## config.mk

```make
export PLATFORM = sky130hd
export DESIGN_NAME = hdmi_timing_gen
export DESIGN_NICKNAME = d
export VERILOG_FILES = /design/src/rtl/hdmi_timing_gen.sv
export SDC_FILE = /design/constraint.sdc
export NUM_CORES = 1
export LEC_CHECK = 0
export CELL_PAD_IN_SITES_DETAIL_PLACEMENT = 0
export CELL_PAD_IN_SITES_GLOBAL_PLACEMENT = 2
export CORE_MARGIN = 2
export CORE_UTILIZATION = 28
export DETAILED_ROUTE_END_ITERATION = 8
export GPL_TIMING_DRIVEN = 0
export PLACE_DENSITY = 0.75
export SYNTH_ARGS = -nofsm -noshare
export SYNTH_HDL_FRONTEND = slang
export SYNTH_SLANG_ARGS = --single-unit
```

## constraint.sdc

```tcl
create_clock -name clk -period 3.7 [get_ports clk]
set_input_delay 0.74 -clock clk [delete_from_list [all_inputs] [get_ports clk]]
set_output_delay 0.74 -clock clk [all_outputs]
set_load 0.005 [all_outputs]
```

## src/rtl/hdmi_timing_gen.sv

```systemverilog
// Purpose: video timing generator producing coordinate requests and a TX pixel bus (de/hs/vs/rgb).
// Latency: stage 0 request -> TX outputs after LOOKAHEAD enabled cycles; external color sampled one cycle before TX.
// Backpressure: none; clk_en low freezes counters, pipeline and outputs.
// Ports: clk/reset_n/clk_en control; mode/color inputs select the pattern and supply external RGB;
//        pixel_x/pixel_y/pix_req name the requested pixel; tx_de/tx_hs/tx_vs/tx_d/frame_start drive the TX.
module hdmi_timing_gen #(
  parameter int   H_ACTIVE  = 640,
  parameter int   H_FP      = 16,
  parameter int   H_SYNC    = 96,
  parameter int   H_BP      = 48,
  parameter int   V_ACTIVE  = 480,
  parameter int   V_FP      = 10,
  parameter int   V_SYNC    = 2,
  parameter int   V_BP      = 33,
  parameter logic HS_POL    = 1'b0,
  parameter logic VS_POL    = 1'b0,
  parameter int   LOOKAHEAD = 2,
  parameter int   X_W       = 10,
  parameter int   Y_W       = 9
) (
  input  logic           clk,
  input  logic           reset_n,
  input  logic           clk_en,
  input  logic [1:0]     mode,
  input  logic [23:0]    color,
  output logic [X_W-1:0] pixel_x,
  output logic [Y_W-1:0] pixel_y,
  output logic           pix_req,
  output logic           tx_de,
  output logic           tx_hs,
  output logic           tx_vs,
  output logic [23:0]    tx_d,
  output logic           frame_start
);

  localparam int H_TOTAL = H_ACTIVE + H_FP + H_SYNC + H_BP;
  localparam int V_TOTAL = V_ACTIVE + V_FP + V_SYNC + V_BP;
  localparam int HC_W    = $clog2(H_TOTAL);
  localparam int VC_W    = $clog2(V_TOTAL);

  logic [HC_W-1:0] h_cnt;
  logic [VC_W-1:0] v_cnt;
  logic [31:0]     h32, v32;
  logic            h_last, v_last;

  assign h32    = 32'(h_cnt);
  assign v32    = 32'(v_cnt);
  assign h_last = (h32 == H_TOTAL - 1);
  assign v_last = (v32 == V_TOTAL - 1);

  always_ff @(posedge clk or negedge reset_n) begin
    if (!reset_n) begin
      h_cnt <= '0;
      v_cnt <= '0;
    end else if (clk_en) begin
      h_cnt <= h_last ? '0 : h_cnt + 1'b1;
      if (h_last) begin
        v_cnt <= v_last ? '0 : v_cnt + 1'b1;
      end
    end
  end

  // Stage 0: everything derived combinationally from the counters.
  logic        de0, hs0, vs0, fs0, ext0;
  logic [1:0]  mode_q, mode_eff;
  logic [2:0]  bar;
  logic [23:0] pat0;

  // Pixel (0,0) already uses the incoming mode, which is latched for the rest of the frame.
  always_ff @(posedge clk or negedge reset_n) begin
    if (!reset_n) begin
      mode_q <= 2'd0;
    end else if (clk_en && fs0) begin
      mode_q <= mode;
    end
  end

  always_comb begin
    de0      = (h32 < H_ACTIVE) && (v32 < V_ACTIVE);
    hs0      = (h32 >= H_ACTIVE + H_FP) && (h32 < H_ACTIVE + H_FP + H_SYNC) ? HS_POL : ~HS_POL;
    vs0      = (v32 >= V_ACTIVE + V_FP) && (v32 < V_ACTIVE + V_FP + V_SYNC) ? VS_POL : ~VS_POL;
    fs0      = (h32 == 0) && (v32 == 0);
    mode_eff = fs0 ? mode : mode_q;
    bar      = 3'((h32 * 32'd8) / H_ACTIVE);
    ext0     = de0 && (mode_eff == 2'd0);
    pat0     = 24'h000000;
    if (de0) begin
      case (mode_eff)
        // Bar order white..black maps to R=~b[1], G=~b[2], B=~b[0].
        2'd1:    pat0 = {{8{~bar[1]}}, {8{~bar[2]}}, {8{~bar[0]}}};
        2'd2:    pat0 = (h32[3:0] == 4'd0 || v32[3:0] == 4'd0) ? 24'hFFFFFF : 24'h000000;
        default: pat0 = 24'h000000;
      endcase
    end
  end

  assign pix_req = de0;
  assign pixel_x = pix_req ? h32[X_W-1:0] : '0;
  assign pixel_y = pix_req ? v32[Y_W-1:0] : '0;

  // Alignment pipeline; entry LOOKAHEAD-1 drives the TX bus.
  logic [LOOKAHEAD-1:0] de_p, hs_p, vs_p, fs_p, ext_p;
  logic [23:0]          pat_p [LOOKAHEAD];
  logic [23:0]          color_q;

  always_ff @(posedge clk or negedge reset_n) begin
    if (!reset_n) begin
      de_p    <= '0;
      hs_p    <= {LOOKAHEAD{~HS_POL}};
      vs_p    <= {LOOKAHEAD{~VS_POL}};
      fs_p    <= '0;
      ext_p   <= '0;
      color_q <= 24'h000000;
      for (int i = 0; i < LOOKAHEAD; i++) pat_p[i] <= 24'h000000;
    end else if (clk_en) begin
      for (int i = LOOKAHEAD - 1; i > 0; i--) begin
        de_p[i]  <= de_p[i-1];
        hs_p[i]  <= hs_p[i-1];
        vs_p[i]  <= vs_p[i-1];
        fs_p[i]  <= fs_p[i-1];
        ext_p[i] <= ext_p[i-1];
        pat_p[i] <= pat_p[i-1];
      end
      de_p[0]  <= de0;
      hs_p[0]  <= hs0;
      vs_p[0]  <= vs0;
      fs_p[0]  <= fs0;
      ext_p[0] <= ext0;
      pat_p[0] <= pat0;
      // Sampled every enabled cycle; the value captured one cycle before the
      // pixel reaches TX is the external color answering that request.
      color_q  <= color;
    end
  end

  assign tx_de       = de_p[LOOKAHEAD-1];
  assign tx_hs       = hs_p[LOOKAHEAD-1];
  assign tx_vs       = vs_p[LOOKAHEAD-1];
  assign frame_start = fs_p[LOOKAHEAD-1];
  // ext_p is only set inside the active region, so blanking stays black.
  assign tx_d        = ext_p[LOOKAHEAD-1] ? color_q : pat_p[LOOKAHEAD-1];

endmodule

```

-- Yosys cells after proc, flatten, opt, wreduce, memory -nomap -nowiden
Index checks and enable logic that the tools add are counted.
- bits in registers: 104
- input bits: 29
- word-level logic and storage cells: 51
- add/subtract/negate cells: 2
- divide/modulo/power cells: 1
- $lt $le $gt $ge: 6
- equal/unequal tests: 4
- mux-type cells: 11
- bitwise logic cells: 3
- reduce and logical (&&, ||, !) cells: 13
- operators by type and width (cell ; number):
    $mux 24 ; 3
    $logic_not 32->1 ; 2
    $pmux 24 s2 ; 1
    $div 13x10->32 const B ; 1
    $mux 10 ; 3
    $add 10x1->10 const B ; 2
    $eq 10x10->1 const B ; 2
    $lt 10x10->1 const B ; 2
    $lt 10x9->1 const B ; 2
    $ge 10x10->1 const B ; 1
    $ge 10x9->1 const B ; 1
    $mux 9 ; 1
    $logic_not 4->1 ; 2
    $logic_and 1x1->1 ; 6
    $not 1->1 ; 3
    $eq 2x1->1 const B ; 1
    $eq 2x2->1 const B ; 1
    $logic_not 2->1 ; 1
    $mux 1 ; 2
    $mux 2 ; 1
    $reduce_and 2->1 ; 1
    $logic_or 1x1->1 ; 1

-- Longest topological paths before layout
- depth in word-level cells: 6
- mapped depth: 14
- mapped depth without buffers: 14

-- Least setup slack after synthesis
OpenSTA, ideal clock, no wires.
- path type: reg2reg
- start point: register h_cnt[0]
- end point: register pat_p[46] in the netlist's numbering
- library setup time: 0.126 ns
- data arrival time: 3.678 ns
- required time: 3.574 ns
- slack: -0.104 ns
- stages on the path, launching flop included: 15
- buffers on the path: 3
- period minus slack after synthesis: 3.804 ns
- path through: dfrtp_1 -> inv_1 -> ha_1 -> or4b_1 -> buf_2 -> or4_1 -> a22o_1 -> buf_6 -> or4_4 -> and2_1 -> buf_6 -> nor4b_2 -> nand2_1 -> o21ba_1 -> a221o_1
- longest elaborated chain between the ends: 6
- elaborated cells between the ends (all ways): 14
- classes of those cells: div (1); order compare (1); eq/ne (2); mux (4); bitwise (1); reduce/logical (5)
- RTL lines (what ; line ; text):
    from (decl) ; 41 ; logic [HC_W-1:0] h_cnt;
    from (signal assigned) ; 56 ; h_cnt <= h_last ? '0 : h_cnt + 1'b1;
    parallel branches: the longest is 5 deep, another holds $div 13x10->32 ; n/a ;
    $mux 24 (*) ; 87 ; if (de0) begin
    to (signal, indexed assignment) ; 122 ; pat_p[i] <= pat_p[i-1];
    to (decl) ; 103 ; logic [23:0] pat_p [LOOKAHEAD];
Mark *: on every way between the ends.
A chain may end at the register's enable or synchronous reset.

-- Worst setup path in the final report
- start point: register h_cnt[1]
- end point: register pat_p[31] in the netlist's numbering
The elaborated chain is that of the path after synthesis.

==> metrics.txt <==
clock sink count 62; largest net degree at the start of global routing 63; Cells after DPL 692; final setup fails 0; number of nets in the layout about 570; via count 3514; R2R depth 14; Yosys top cell area share 0.372; Cell Count, Final, Fillers Out between 700 and 800; Final Critical Period about 3.6 ns; Slew @ Worst Pin ~0.81 ns; Num CTS Buffers 9; Buffers on Ports 76; Post-Syn Area per Cell 8.96 um^2; fraction of registers with async set/reset 1.00; status finished clean; Synth cell types 62; Critical Path AT roughly 3.9 ns; floorplan core area 13800 um^2; Die W approximately 120 um; Final Skew ~0.0066 ns; min setup slack post-route about 0.074 ns; crit end category register; Yosys reg bits between 60 and 70; Initial Util 0.284; Required @ worst endpoint a little under 4 ns; largest area contributor in the synthesized netlist dfrtp_1; pre-CTS WS -0.400 ns; Slew HR 0.459; Post-Syn Nets 474; Max Cap Violations 0; top post-synthesis cells by area dfrtp_1, mux2_2, nand2_1; Commonest cells post-synth nand2_1, dfrtp_1, mux2_2, nor2_1, o21ai_0; Hold Path Class in -> async; drt wl/cell roughly 16 um; CTS tree yes; IO Pins 77; YS warnings 0; synthesized area slightly below 4000 um^2; most numerous cell in the Yosys netlist nand2_1; pwr dens approximately 450 nW/um^2; Peak VDD IR around 0.25 mV; Seq/Total Area, Yosys 0.398; global placement routability congestion ~0.84; Layout area overhead 38.9%; Fmax 276 MHz; Startpoint Class register; Hold Vio Cnt, Final 0; Crit Path Category reg -> reg; Clock Latency Late Sink ~0.33 ns; cells after synthesis approximately 440; final slew viol count 0; CTS Buffer Depth 2; wirelength, routed between 10 and 15 mm; Max Fanout on Critical Path 6; Die H 122 um; detailed placement HPWL 8.07 mm; total die area 14900 um^2; fill count 1406; Top FF cell, synth dfrtp_1; number of global-route vias before repair 3421; Pleak roughly 0.0023 uW; via/cell ratio 4.88; initial antenna violation count 0; clk root buf clkbuf_16; GRT overflow 0; gr usage total 0.152; total power about 2400 uW; # hold bufs at CTS 0; antenna viol nets, final 0; DR DRC count 0; number of synthesized flops with an enable pin 0; Initial DRT Pass Iterations 4; number of antenna diodes 0; first-pass GRT wire length around 18 mm; FP Rows 43; share of layout cells above drive strength 1 0.202; period utilization 0.980; H-tree levels 3; Initial DRC Count roughly 160; Worst-path clk slew 0.05 ns
[layout make-up]
cell class / count / area, um^2 / area share
flip-flops and latches: 62 / 1560 / 0.287
plain buffers: 28 / 126 / 0.0233
multi-input cells: 330 / 2310 / 0.425
clock buffers: 12 / 256 / 0.0473
clock inverters: 3 / 20.0 / 0.00369
repair buffers: 93 / 886 / 0.163
well taps: 180 / 225 / 0.0415
inverters: 12 / 47.5 / 0.00876
[registers in the layout, indices dropped and copies added (netlist names)]
signal	flops
hs_p	2
de_p	2
pat_p	6
color_q	24
v_cnt	10
vs_p	2
h_cnt	10
ext_p	2
mode_q	2
fs_p	2
[stage by stage]
stage / area [um^2] / TNS [ns] / utilization / hold WS [ns]
3_3_place_gp: 4900 / -16.80 / 0.356 / 0.471
6_report: 5430 / 0 / 0.394 / 0.486
3_5_place_dp: 4900 / -2.16 / 0.356 / 0.482
4_1_cts: 5260 / 0 / 0.382 / 0.496
5_1_grt: 5430 / -0.0164 / 0.394 / 0.518
2_1_floorplan: 3920 / 0 / - / 0.444
[path summary, 6_finish.rpt]
| kind | from | to | slack, ns |
|---|---|---|---|
| worst max-delay path | h_cnt[1] | pat_p[31] | 0.07 |
| min in group clk | pat_p[39] | pat_p[39] | 0.49 |
| worst min register to register | pat_p[39] | pat_p[39] | 0.49 |
| worst min-delay path | reset_n | color_q[18] | 0.49 |
| max in group asynchronous | reset_n | h_cnt[0] | 2.62 |
| worst max register to register | h_cnt[1] | pat_p[31] | 0.07 |
[power breakdown]
group | switching, uW | leakage [uW] | internal, uW
Clock | 285 | 0.000131 | 484
Combinational | 459 | 0.00136 | 433
Sequential | 40.7 | 0.000762 | 746
[kinds of logic after synthesis]
family / Yosys count / share of synthesized area
AO/OA/AOI/OAI: 80 / 0.139
XOR/XNOR: 12 / 0.0269
adder cells (fa/ha/maj): 9 / 0.0288
buffers and inverters: 44 / 0.0487
flip-flops: 62 / 0.398
multiplexers: 38 / 0.109
AND/OR/NAND/NOR: 191 / 0.250
[worst max-delay path, stage by stage (launching register included)]
cell and delay [ns]:
dfrtp_1 0.39, inv_2 0.12, ha_4 0.15, or4b_4 0.48, or4_4 0.52, a22o_1 0.23
buf_6 0.13, buf_4 0.13, buf_4 0.13, a21o_2 0.21, a21oi_2 0.17, nand2_1 0.11
a2111o_1 0.43, a32o_1 0.21, a31oi_1 0.13
[what timing repair did]
action	in CTS	in global routing
buffers inserted	6	11
pin swaps	1	10
endpoints found under the setup margin	16	2
resized for setup	12	25
[cells in the final DEF (no fill, tap or decap), types with 4 or more instances in the layout]
cell,n
dfstp_2,4
clkbuf_1,20
mux2_2,35
a31oi_1,6
xnor2_1,9
nand3_1,8
clkbuf_16,9
or3_1,5
and2_1,18
nand4_1,6
nor4_1,10
buf_4,18
ha_1,7
inv_1,10
o21ai_0,24
a21oi_1,9
nor2_1,23
clkdlybuf4s50_1,75
nor3_1,4
nand2_1,77
nand2b_1,7
buf_1,4
dfrtp_1,57
[routing by layer]
layer  wire length, um  up-vias  track usage
met5                 0        -            0
met4               100        0       0.0345
met1              5670     1668        0.217
met2              4850       90        0.232
li1                  -     1747            -
met3               612        9       0.0384
(Power assumes the default switching activity.)
